### src/rtl/op_sequencer_if.sv
// Bundle between op_sequencer and its shared operation datapath / command source.
// The DUT (slave) takes commands and datapath results, and drives decoder controls and captured results.
interface op_sequencer_if #(
  parameter int W = 4
);
  // Command protocol: start is sampled only while the sequencer is idle.
  // The command is accepted in that same cycle; there is no ready signal.
  // done pulses for one cycle when the command completes.
  // start is ignored from acceptance until the idle cycle that follows done.
  logic           start;
  logic [3:0]     mask;
  logic [W-1:0]   a;
  logic [W-1:0]   b;
  logic [2*W-1:0] res0;
  logic [2*W-1:0] res1;
  logic [2*W-1:0] res2;
  logic [2*W-1:0] res3;

  logic [1:0]     dec;
  logic           enable;
  logic [W-1:0]   opa;
  logic [W-1:0]   opb;
  logic [2*W-1:0] r0;
  logic [2*W-1:0] r1;
  logic [2*W-1:0] r2;
  logic [2*W-1:0] r3;
  logic [3:0]     validmask;
  logic           busy;
  logic           done;
  logic [1:0]     state;

  modport master (
    output start, mask, a, b, res0, res1, res2, res3,
    input  dec, enable, opa, opb, r0, r1, r2, r3, validmask, busy, done, state
  );

  modport slave (
    input  start, mask, a, b, res0, res1, res2, res3,
    output dec, enable, opa, opb, r0, r1, r2, r3, validmask, busy, done, state
  );
endinterface

### src/rtl/op_sequencer.sv
// Walks the set bits of a latched operation mask in ascending order.
// It drives one datapath operation per cycle and captures each result into its own register.
module op_sequencer #(
  parameter int W = 4
) (
  input  logic            clk,
  input  logic            rst,
  op_sequencer_if.slave   bus
);

  typedef enum logic [1:0] {
    IDLE   = 2'd0,
    RUN    = 2'd1,
    FINISH = 2'd2
  } state_t;

  state_t         state;
  state_t         state_nxt;

  logic [3:0]     mask_q;
  logic [W-1:0]   opa_q;
  logic [W-1:0]   opb_q;
  logic [2*W-1:0] r_q [4];
  logic [3:0]     valid_q;

  logic [1:0]     dec_pri;
  logic [3:0]     dec_onehot;
  logic [2*W-1:0] res_sel;
  logic           accept;
  logic           run_step;

  always_ff @(posedge clk) begin
    if (rst) begin
      state <= IDLE;
    end else begin
      state <= state_nxt;
    end
  end

  always_comb begin
    state_nxt = state;
    accept    = 1'b0;
    run_step  = 1'b0;
    dec_pri   = 2'd0;
    // Lowest set bit wins: scan downward so the last hit is the smallest index.
    for (int i = 3; i >= 0; i--) begin
      if (mask_q[i]) dec_pri = 2'(i);
    end
    dec_onehot = 4'b0001 << dec_pri;
    case (state)
      IDLE: begin
        if (bus.start) begin
          accept    = 1'b1;
          state_nxt = (bus.mask != 4'd0) ? RUN : FINISH;
        end
      end
      RUN: begin
        run_step = 1'b1;
        if ((mask_q & ~dec_onehot) == 4'd0) state_nxt = FINISH;
      end
      FINISH: begin
        state_nxt = IDLE;
      end
      default: begin
        state_nxt = IDLE;
      end
    endcase
  end

  always_comb begin
    res_sel = bus.res0;
    case (dec_pri)
      2'd0: res_sel = bus.res0;
      2'd1: res_sel = bus.res1;
      2'd2: res_sel = bus.res2;
      2'd3: res_sel = bus.res3;
      default: res_sel = bus.res0;
    endcase
  end

  always_ff @(posedge clk) begin
    if (rst) begin
      mask_q  <= 4'd0;
      opa_q   <= '0;
      opb_q   <= '0;
      valid_q <= 4'd0;
      for (int i = 0; i < 4; i++) r_q[i] <= '0;
    end else begin
      if (accept) begin
        valid_q <= 4'd0;
        // An empty mask goes straight to FINISH and leaves the operands untouched.
        if (bus.mask != 4'd0) begin
          mask_q <= bus.mask;
          opa_q  <= bus.a;
          opb_q  <= bus.b;
        end
      end
      if (run_step) begin
        r_q[dec_pri]     <= res_sel;
        valid_q[dec_pri] <= 1'b1;
        mask_q[dec_pri]  <= 1'b0;
      end
    end
  end

  assign bus.dec       = (state == RUN) ? dec_pri : 2'd0;
  assign bus.enable    = (state == RUN);
  assign bus.busy      = (state == RUN);
  assign bus.done      = (state == FINISH);
  assign bus.opa       = opa_q;
  assign bus.opb       = opb_q;
  assign bus.r0        = r_q[0];
  assign bus.r1        = r_q[1];
  assign bus.r2        = r_q[2];
  assign bus.r3        = r_q[3];
  assign bus.validmask = valid_q;
  assign bus.state     = state;

endmodule

### src/flat_wrapper.sv
// flat-port wrapper written by rule: the top's interface ports become plain ports
module op_sequencer_flat 
#(
  parameter int W = 4
)
  (clk, rst, bus_start, bus_mask, bus_a, bus_b, bus_res0, bus_res1, bus_res2, bus_res3, bus_dec, bus_enable, bus_opa, bus_opb, bus_r0, bus_r1, bus_r2, bus_r3, bus_validmask, bus_busy, bus_done, bus_state);
  op_sequencer_if #(.W(W)) bus_i ();
  input  logic clk;
  input  logic rst;
  input wire logic [$bits(bus_i.start)-1:0] bus_start;
  input wire logic [$bits(bus_i.mask)-1:0] bus_mask;
  input wire logic [$bits(bus_i.a)-1:0] bus_a;
  input wire logic [$bits(bus_i.b)-1:0] bus_b;
  input wire logic [$bits(bus_i.res0)-1:0] bus_res0;
  input wire logic [$bits(bus_i.res1)-1:0] bus_res1;
  input wire logic [$bits(bus_i.res2)-1:0] bus_res2;
  input wire logic [$bits(bus_i.res3)-1:0] bus_res3;
  output wire logic [$bits(bus_i.dec)-1:0] bus_dec;
  output wire logic [$bits(bus_i.enable)-1:0] bus_enable;
  output wire logic [$bits(bus_i.opa)-1:0] bus_opa;
  output wire logic [$bits(bus_i.opb)-1:0] bus_opb;
  output wire logic [$bits(bus_i.r0)-1:0] bus_r0;
  output wire logic [$bits(bus_i.r1)-1:0] bus_r1;
  output wire logic [$bits(bus_i.r2)-1:0] bus_r2;
  output wire logic [$bits(bus_i.r3)-1:0] bus_r3;
  output wire logic [$bits(bus_i.validmask)-1:0] bus_validmask;
  output wire logic [$bits(bus_i.busy)-1:0] bus_busy;
  output wire logic [$bits(bus_i.done)-1:0] bus_done;
  output wire logic [$bits(bus_i.state)-1:0] bus_state;
  assign bus_i.start = bus_start;
  assign bus_i.mask = bus_mask;
  assign bus_i.a = bus_a;
  assign bus_i.b = bus_b;
  assign bus_i.res0 = bus_res0;
  assign bus_i.res1 = bus_res1;
  assign bus_i.res2 = bus_res2;
  assign bus_i.res3 = bus_res3;
  assign bus_dec = bus_i.dec;
  assign bus_enable = bus_i.enable;
  assign bus_opa = bus_i.opa;
  assign bus_opb = bus_i.opb;
  assign bus_r0 = bus_i.r0;
  assign bus_r1 = bus_i.r1;
  assign bus_r2 = bus_i.r2;
  assign bus_r3 = bus_i.r3;
  assign bus_validmask = bus_i.validmask;
  assign bus_busy = bus_i.busy;
  assign bus_done = bus_i.done;
  assign bus_state = bus_i.state;
  op_sequencer #(.W(W)) u_core (.clk(clk), .rst(rst), .bus(bus_i));
endmodule
### config.mk
export PLATFORM = sky130hd
export DESIGN_NAME = op_sequencer_flat
export DESIGN_NICKNAME = d
export VERILOG_FILES = /design/src/rtl/op_sequencer_if.sv /design/src/rtl/op_sequencer.sv /design/src/flat_wrapper.sv
export SDC_FILE = /design/constraint.sdc
export NUM_CORES = 1
export LEC_CHECK = 0
export ABC_AREA = 1
export CAP_MARGIN = 20
export CORE_MARGIN = 2
export CORE_UTILIZATION = 47
export CTS_CLUSTER_SIZE = 16
export DETAILED_ROUTE_END_ITERATION = 16
export GPL_ROUTABILITY_DRIVEN = 0
export PLACE_DENSITY = 0.94
export SYNTH_ARGS = -nofsm -noshare
export SYNTH_HDL_FRONTEND = slang
export SYNTH_SLANG_ARGS = --single-unit
### constraint.sdc
create_clock -name clk -period 3.3 [get_ports clk]
set_input_delay 0.66 -clock clk [delete_from_list [all_inputs] [get_ports clk]]
set_output_delay 0.66 -clock clk [all_outputs]
set_load 0.05 [all_outputs]
==> results.yml, run 1 <==
status:
  status: "complete, no violations"
yosys:
  synth_area_um2: 2470
  yosysWarnings: 0
  ys_types: 24
  synth-seq-cells: 50
  seq_area_frac_synth_pct: 53.5
  synth_fp_nets: 339
  avgSynthCellArea_um2: 8.46
  syn-instance-count: 292
clock_network:
  clk_pin_slew_ns: 0.09
  cts_max_level: 2
  cts_inserted_buffers: 5
  clock_path_buffers: 2
  clkSinkCount: 50
  cts_setup_buffers: 0
  cts_tree: "done"
  worstSkewPairLatency_ns: 0.30
  clock-root-buffer: "clkbuf_8"
  ctsResizeCount: 0
  ctsHoldBuffers: 0
global_routing:
  grt_antenna_before_repair: 0
  grt_pass1_vias: 2154
  grt_overflow_total: 0
  grtUsageTotal_pct: 20.7
  grt_pass1_wl_um: 9760
  grt_max_degree: 28
min_path:
  min_to: "u_core.bus.opb[3]"
  hold-path-cell-count: 2
  hp-class: "register to register"
  min_from: "u_core.bus.opb[3]"
layout:
  postLayoutCellArea_um2: 3580
  syn_to_final_growth_pct: 44.9
  nets: 434
  drive_above_1_share_pct: 5.93
  fin_cells: 458
  nFillCells: 388
  n_antenna_cell: 0
worst_setup_path:
  cpLargestDelayFamily: "buffers and inverters"
  cp-end-kind: "output port"
  reg2reg_slack_ns: 1.19
  max_stage_delay_ns: 0.82
  critPathKind: "register to output port"
  cp.required_ns: 2.64
  crit_path_cell_trace: "buf_4 -> inv_2 -> nand2_2 -> nand2_2 -> nor2_1 -> clkdlybuf4s50_1"
  timing.critical_path.buf_inv: 3
  worst_path_most_repeated_cell: "nand2_2"
  crit_fanout: 21
  cp-start-kind: "register"
  arrival_ns: 2.29
  ff2ff_path_depth: 9
  r2r-end: "u_core.r_q[1][1]"
  r2r_start: "u_core.mask_q[2]"
  crit_slowest_cell: "clkdlybuf4s50_1"
timing:
  setup_violations: 0
  post-route-min-period_ns: 2.95
  hold_violations: 0
  fin_skew_ns: 0.00894
  tightest_slew_ns: 0.627
  finalCritPeriodShare_pct: 89.3
  slew_headroom_pct: 58.1
  hold_ws_ns: 0.471
  clock.fmax_ghz: 0.339
  fin_tns_setup_ns: 0
  rsz0062_at_grt: "no"
  finalMaxSlewViolations: 0
power:
  p_per_area_nw_per_um2: 437
  leakage_uw: 0.00165
  irDropWorstVdd_mv: 0.225
die:
  ioPinCount: 98
  die_h_um: 76.5
  die_w_um: 76.5
  start_util_pct: 48.7
  row_count: 26
  dieArea_um2: 5850
  core-area_um2: 5070
place:
  portBuffers: 97
  post-place-cells: 450
  dpl.hpwl_um: 4610
  placed_cell_area_um2: 3470
detailed_routing:
  drt_iter0_drc: 169
  avgViaCountPerCell: 4.98
  drc: 0
  wirelength_um: 5990
  postRouteAntennaNets: 0
  vias: 2283
  post_drt_wl_per_cell_um: 13.1
  first_pass_iters: 4
run:
  drv_cap: 0
-- placed cells by master, fill, tap and decap left out --
cell	count
clkdlybuf4s50_1	97
nand2_1	57
inv_1	52
nand3_1	46
edfxtp_1	32
nor2_1	27
dfxtp_1	18
a21oi_1	11
a21boi_0	8
nand4_1	8
clkbuf_8	5
nand2_2	4
buf_4	4
inv_2	3
o21ai_0	3
a22oi_1	3
nor2_4	2
nor2_8	1
a21oi_2	1
nor3_1	1
o31ai_1	1
nor3_4	1
clkbuf_1	1
bufinv_16	1
clkinvlp_4	1
-- Yosys cell counts --
library cell	number	share of area, %
a21boi_0	8	2.4
a21oi_1	11	2.2
a21oi_2	1	0.35
a22oi_1	3	0.91
buf_2	5	1.0
buf_4	4	1.2
buf_6	1	0.46
buf_8	1	0.61
clkbuf_1	2	0.30
dfxtp_1	18	15
edfxtp_1	32	39
inv_1	52	7.9
inv_2	3	0.46
nand2_1	57	8.7
nand2_2	4	1.0
nand3_1	46	9.3
nand4_1	8	2.0
nor2_1	27	4.1
nor2_4	2	0.91
nor2_8	1	0.81
nor3_1	1	0.20
nor3_4	1	0.66
o21ai_0	3	0.61
o31ai_1	1	0.30
-- how the worst max path moves through the flow --
| stage | slack [ns] | from | cells after the start | to |
|---|---|---|---|---|
| finish | 0.35 | u_core.mask_q[2] | 6 | bus_dec[1] |
| global route | 0.20 | u_core.mask_q[2] | 6 | bus_dec[1] |
| CTS | 0.36 | u_core.mask_q[2] | 6 | bus_dec[1] |
| detailed placement | 0.70 | rst | 4 | u_core.r_q[0][4] |
| global placement | 0.73 | u_core.mask_q[2] | 6 | bus_dec[1] |
| floorplan | 0.65 | u_core.bus.state[0] | 4 | bus_dec[0] |
-- cells by family after synthesis --
family | synth area share [%]
AO/OA/AOI/OAI | 6.84
buffers and inverters | 12.0
flip-flops | 53.5
AND/OR/NAND/NOR | 27.7
-- layer usage --
metal  wire length, um  GRT usage [%]  share of wire, %  up-vias
li1                  -              -                 -     1129
met1              2490           26.0                42     1029
met2              3020           35.9                50      112
met3               375           4.50               6.3       13
met4                97           5.82               1.6        0
met5                 0              0                 0        -
-- sequential cells by signal (all words and copies together) (netlist names) --
register and cells:
u_core.mask_q 4, u_core.bus.state 2, u_core.bus.opa 4, u_core.r_q 32
u_core.bus.opb 4, u_core.bus.validmask 4
-- power by group --
group | switching (uW) | total [uW] | internal (uW)
clock | 196 | 422 | 226
combinational | 273 | 424 | 151
sequential | 16.4 | 717 | 701
-- through the flow --
stage	power (uW)	util (%)	setup slack, ns
2_1_floorplan	1000	-	0.650
3_3_place_gp	1140	68.4	0.735
3_5_place_dp	1150	68.4	0.695
4_1_cts	1560	70.5	0.357
5_1_grt	1630	70.5	0.195
6_report	1560	70.5	0.354
-- cell type report --
cell class / instances / area [um2] / area share [%]
clock inverter: 2 / 37.5 / 1.05
timing repair buffer: 101 / 1000 / 28.0
sequential: 50 / 1320 / 36.9
inverter: 55 / 206 / 5.77
tap: 70 / 87.6 / 2.45
multi-input combinational: 174 / 853 / 23.8
clock buffer: 6 / 72.6 / 2.03
-- worst min-delay path: stages, from the launching register on --
cell and delay [ns]:
dfxtp_1 0.32, nand2_1 0.06, a21oi_1 0.05
Power figures use the tool's default switching activity.
==> run 2, diff against run 1 <==
--- a/config.mk
+++ b/config.mk
@@ -7,12 +7,14 @@
 export LEC_CHECK = 0
 export ABC_AREA = 1
 export CAP_MARGIN = 20
+export CELL_PAD_IN_SITES_DETAIL_PLACEMENT = 0
+export CELL_PAD_IN_SITES_GLOBAL_PLACEMENT = 1
 export CORE_MARGIN = 2
-export CORE_UTILIZATION = 47
+export CORE_UTILIZATION = 33
 export CTS_CLUSTER_SIZE = 16
 export DETAILED_ROUTE_END_ITERATION = 16
 export GPL_ROUTABILITY_DRIVEN = 0
-export PLACE_DENSITY = 0.94
+export PLACE_DENSITY = 0.92
 export SYNTH_ARGS = -nofsm -noshare
 export SYNTH_HDL_FRONTEND = slang
 export SYNTH_SLANG_ARGS = --single-unit
==> constraint.sdc (replaced) <==
create_clock -name clk -period 3.5 [get_ports clk]
set_input_delay 0.7 -clock clk [delete_from_list [all_inputs] [get_ports clk]]
set_output_delay 0.7 -clock clk [all_outputs]
set_load 0.05 [all_outputs]
==> results.yml, run 2 (synthesis gave the netlist of run 1 again) <==
layout:
  largest_reg_flops: 32
  final_common_cell: "clkdlybuf4s50_1"
  nets: 435
  layout_common_cells: "clkdlybuf4s50_1, nand2_1, inv_1, nand3_1, edfxtp_1"
  syn_to_final_growth_pct: 46.9
  nFillCells: 679
  n_antenna_cell: 0
  drive_above_1_share_pct: 6.43
  regMostFlops: "u_core.r_q"
min_path:
  min_to: "u_core.bus.opa[2]"
  hold-path-cell-count: 2
  min_from: "u_core.bus.opa[2]"
  hp-class: "register to register"
detailed_routing:
  vias: 2214
  drc: 0
  drt_iter0_drc: 178
  met2_wirelength_um: 2930
  wl_met1_um: 2820
  first_pass_iters: 4
  wl_met3_um: 366
  dr.max_layer_used: "met4"
  post_drt_wl_per_cell_um: 12.7
  avgViaCountPerCell: 4.54
  wirelength_um: 6180
  postRouteAntennaNets: 0
run:
  drv_cap: 0
worst_setup_path:
  r2r_start: "u_core.mask_q[2]"
  ff2ff_path_depth: 9
  cp.required_ns: 2.80
  critPathKind: "register to output port"
  reg2reg_slack_ns: 1.40
  crit_slowest_cell: "clkdlybuf4s50_1"
  crit_fanout: 28
  cp-start-kind: "register"
  r2r-end: "u_core.r_q[1][4]"
  cp-end-kind: "output port"
  timing.critical_path.buf_inv: 2
  arrival_ns: 2.34
  crit_path_cell_trace: "nor2_4 -> buf_4 -> nand2_2 -> nor2_1 -> clkdlybuf4s50_1"
  cp.depth: 5
  max_stage_delay_ns: 0.83
  cpLargestDelayFamily: "buffers and inverters"
clock_network:
  clock_path_buffers: 2
  ctsHoldBuffers: 0
  clkSinkCount: 50
  worstSkewPairLatency_ns: 0.31
  clock-root-buffer: "clkbuf_8"
  clk_pin_slew_ns: 0.09
  cts_max_level: 2
  cts_tree: "done"
  cts_inserted_buffers: 5
  cts_setup_buffers: 0
  ctsResizeCount: 0
global_routing:
  grt_pass1_vias: 2079
  grt_max_degree: 29
  grt_overflow_total: 0
  grt_antenna_before_repair: 0
  grtUsageTotal_pct: 15.1
  grt_pass1_wl_um: 9910
die:
  die_h_um: 90.5
  start_util_pct: 34.1
  dieArea_um2: 8190
  row_count: 31
  ioPinCount: 98
  core-area_um2: 7250
  die_w_um: 90.5
timing:
  setup_violations: 0
  tightest_slew_ns: 0.640
  clock.fmax_ghz: 0.329
  slew_headroom_pct: 57.2
  hold_violations: 0
  fin_tns_setup_ns: 0
  finalCritPeriodShare_pct: 86.9
  finalMaxSlewViolations: 0
  rsz0062_at_grt: "no"
  post-route-min-period_ns: 3.04
  fin_skew_ns: 0.00820
  hold_ws_ns: 0.469
power:
  p_per_area_nw_per_um2: 411
  irDropWorstVdd_mv: 0.161
  leakage_uw: 0.00165
place:
  portBuffers: 97
  dpl.hpwl_um: 4860
status:
  status: "complete, no violations"
==> run 2: layout make-up <==
class                      instances  area (um2)  area share (%)
tap                               99         124            3.41
sequential                        50        1320            36.4
clock buffer                       5        68.8            1.90
timing repair buffer             102        1010            27.8
clock inverter                     3        45.0            1.24
inverter                          55         206            5.69
multi-input combinational        174         853            23.5
==> run 2: worst max-delay path by stage <==
stage | startpoint | endpoint | slack [ns]
finish | u_core.mask_q[1] | bus_dec[1] | 0.46
detailed placement | rst | u_core.r_q[0][1] | 0.77
CTS | u_core.mask_q[1] | bus_dec[1] | 0.45
global route | u_core.mask_q[1] | bus_dec[1] | 0.36
floorplan | u_core.bus.state[0] | bus_dec[0] | 0.81
global placement | u_core.mask_q[1] | bus_dec[1] | 0.81
==> run 2: power by group <==
group | total [uW] | switching, uW | internal [uW]
clock network | 410 | 197 | 213
registers | 676 | 15.2 | 660
logic | 404 | 260 | 144
==> run 2: routing by layer <==
layer	up-vias	global-route usage, %
met5	-	0
met4	0	4.23
met1	995	20.0
li1	1133	-
met3	7	2.92
met2	79	25.2
==> run 2: worst register-to-register path: cells and delay by family (launching register included) <==
| kind | cells | cell delay (ns) |
|---|---|---|
| and+or+nand+nor | 5 | 0.66 |
| buffers and inverters | 3 | 0.47 |
| AOI/OAI and AO/OA | 1 | 0.34 |
| DFF | 1 | 0.31 |
==> run 2: per-stage QoR <==
step	setup slack, ns	power [uW]	cell area, um2	utilization [%]	std cells
finish	0.458	1490	3630	50.0	488
global route	0.355	1540	3630	50.0	488
CTS	0.449	1500	3630	50.0	488
detailed placement	0.770	1090	3510	48.4	480
global placement	0.812	1090	3510	48.4	480
floorplan	0.810	945	2470	-	292
==> run 3, diff against run 2 <==
--- a/config.mk
+++ b/config.mk
@@ -6,6 +6,7 @@
 export NUM_CORES = 1
 export LEC_CHECK = 0
 export ABC_AREA = 1
+export ABC_CLOCK_PERIOD_IN_PS = 3500
 export CAP_MARGIN = 20
 export CELL_PAD_IN_SITES_DETAIL_PLACEMENT = 0
 export CELL_PAD_IN_SITES_GLOBAL_PLACEMENT = 1
==> results of run 3 <==
Final layout, timing and power as in run 2 (identical DEF).
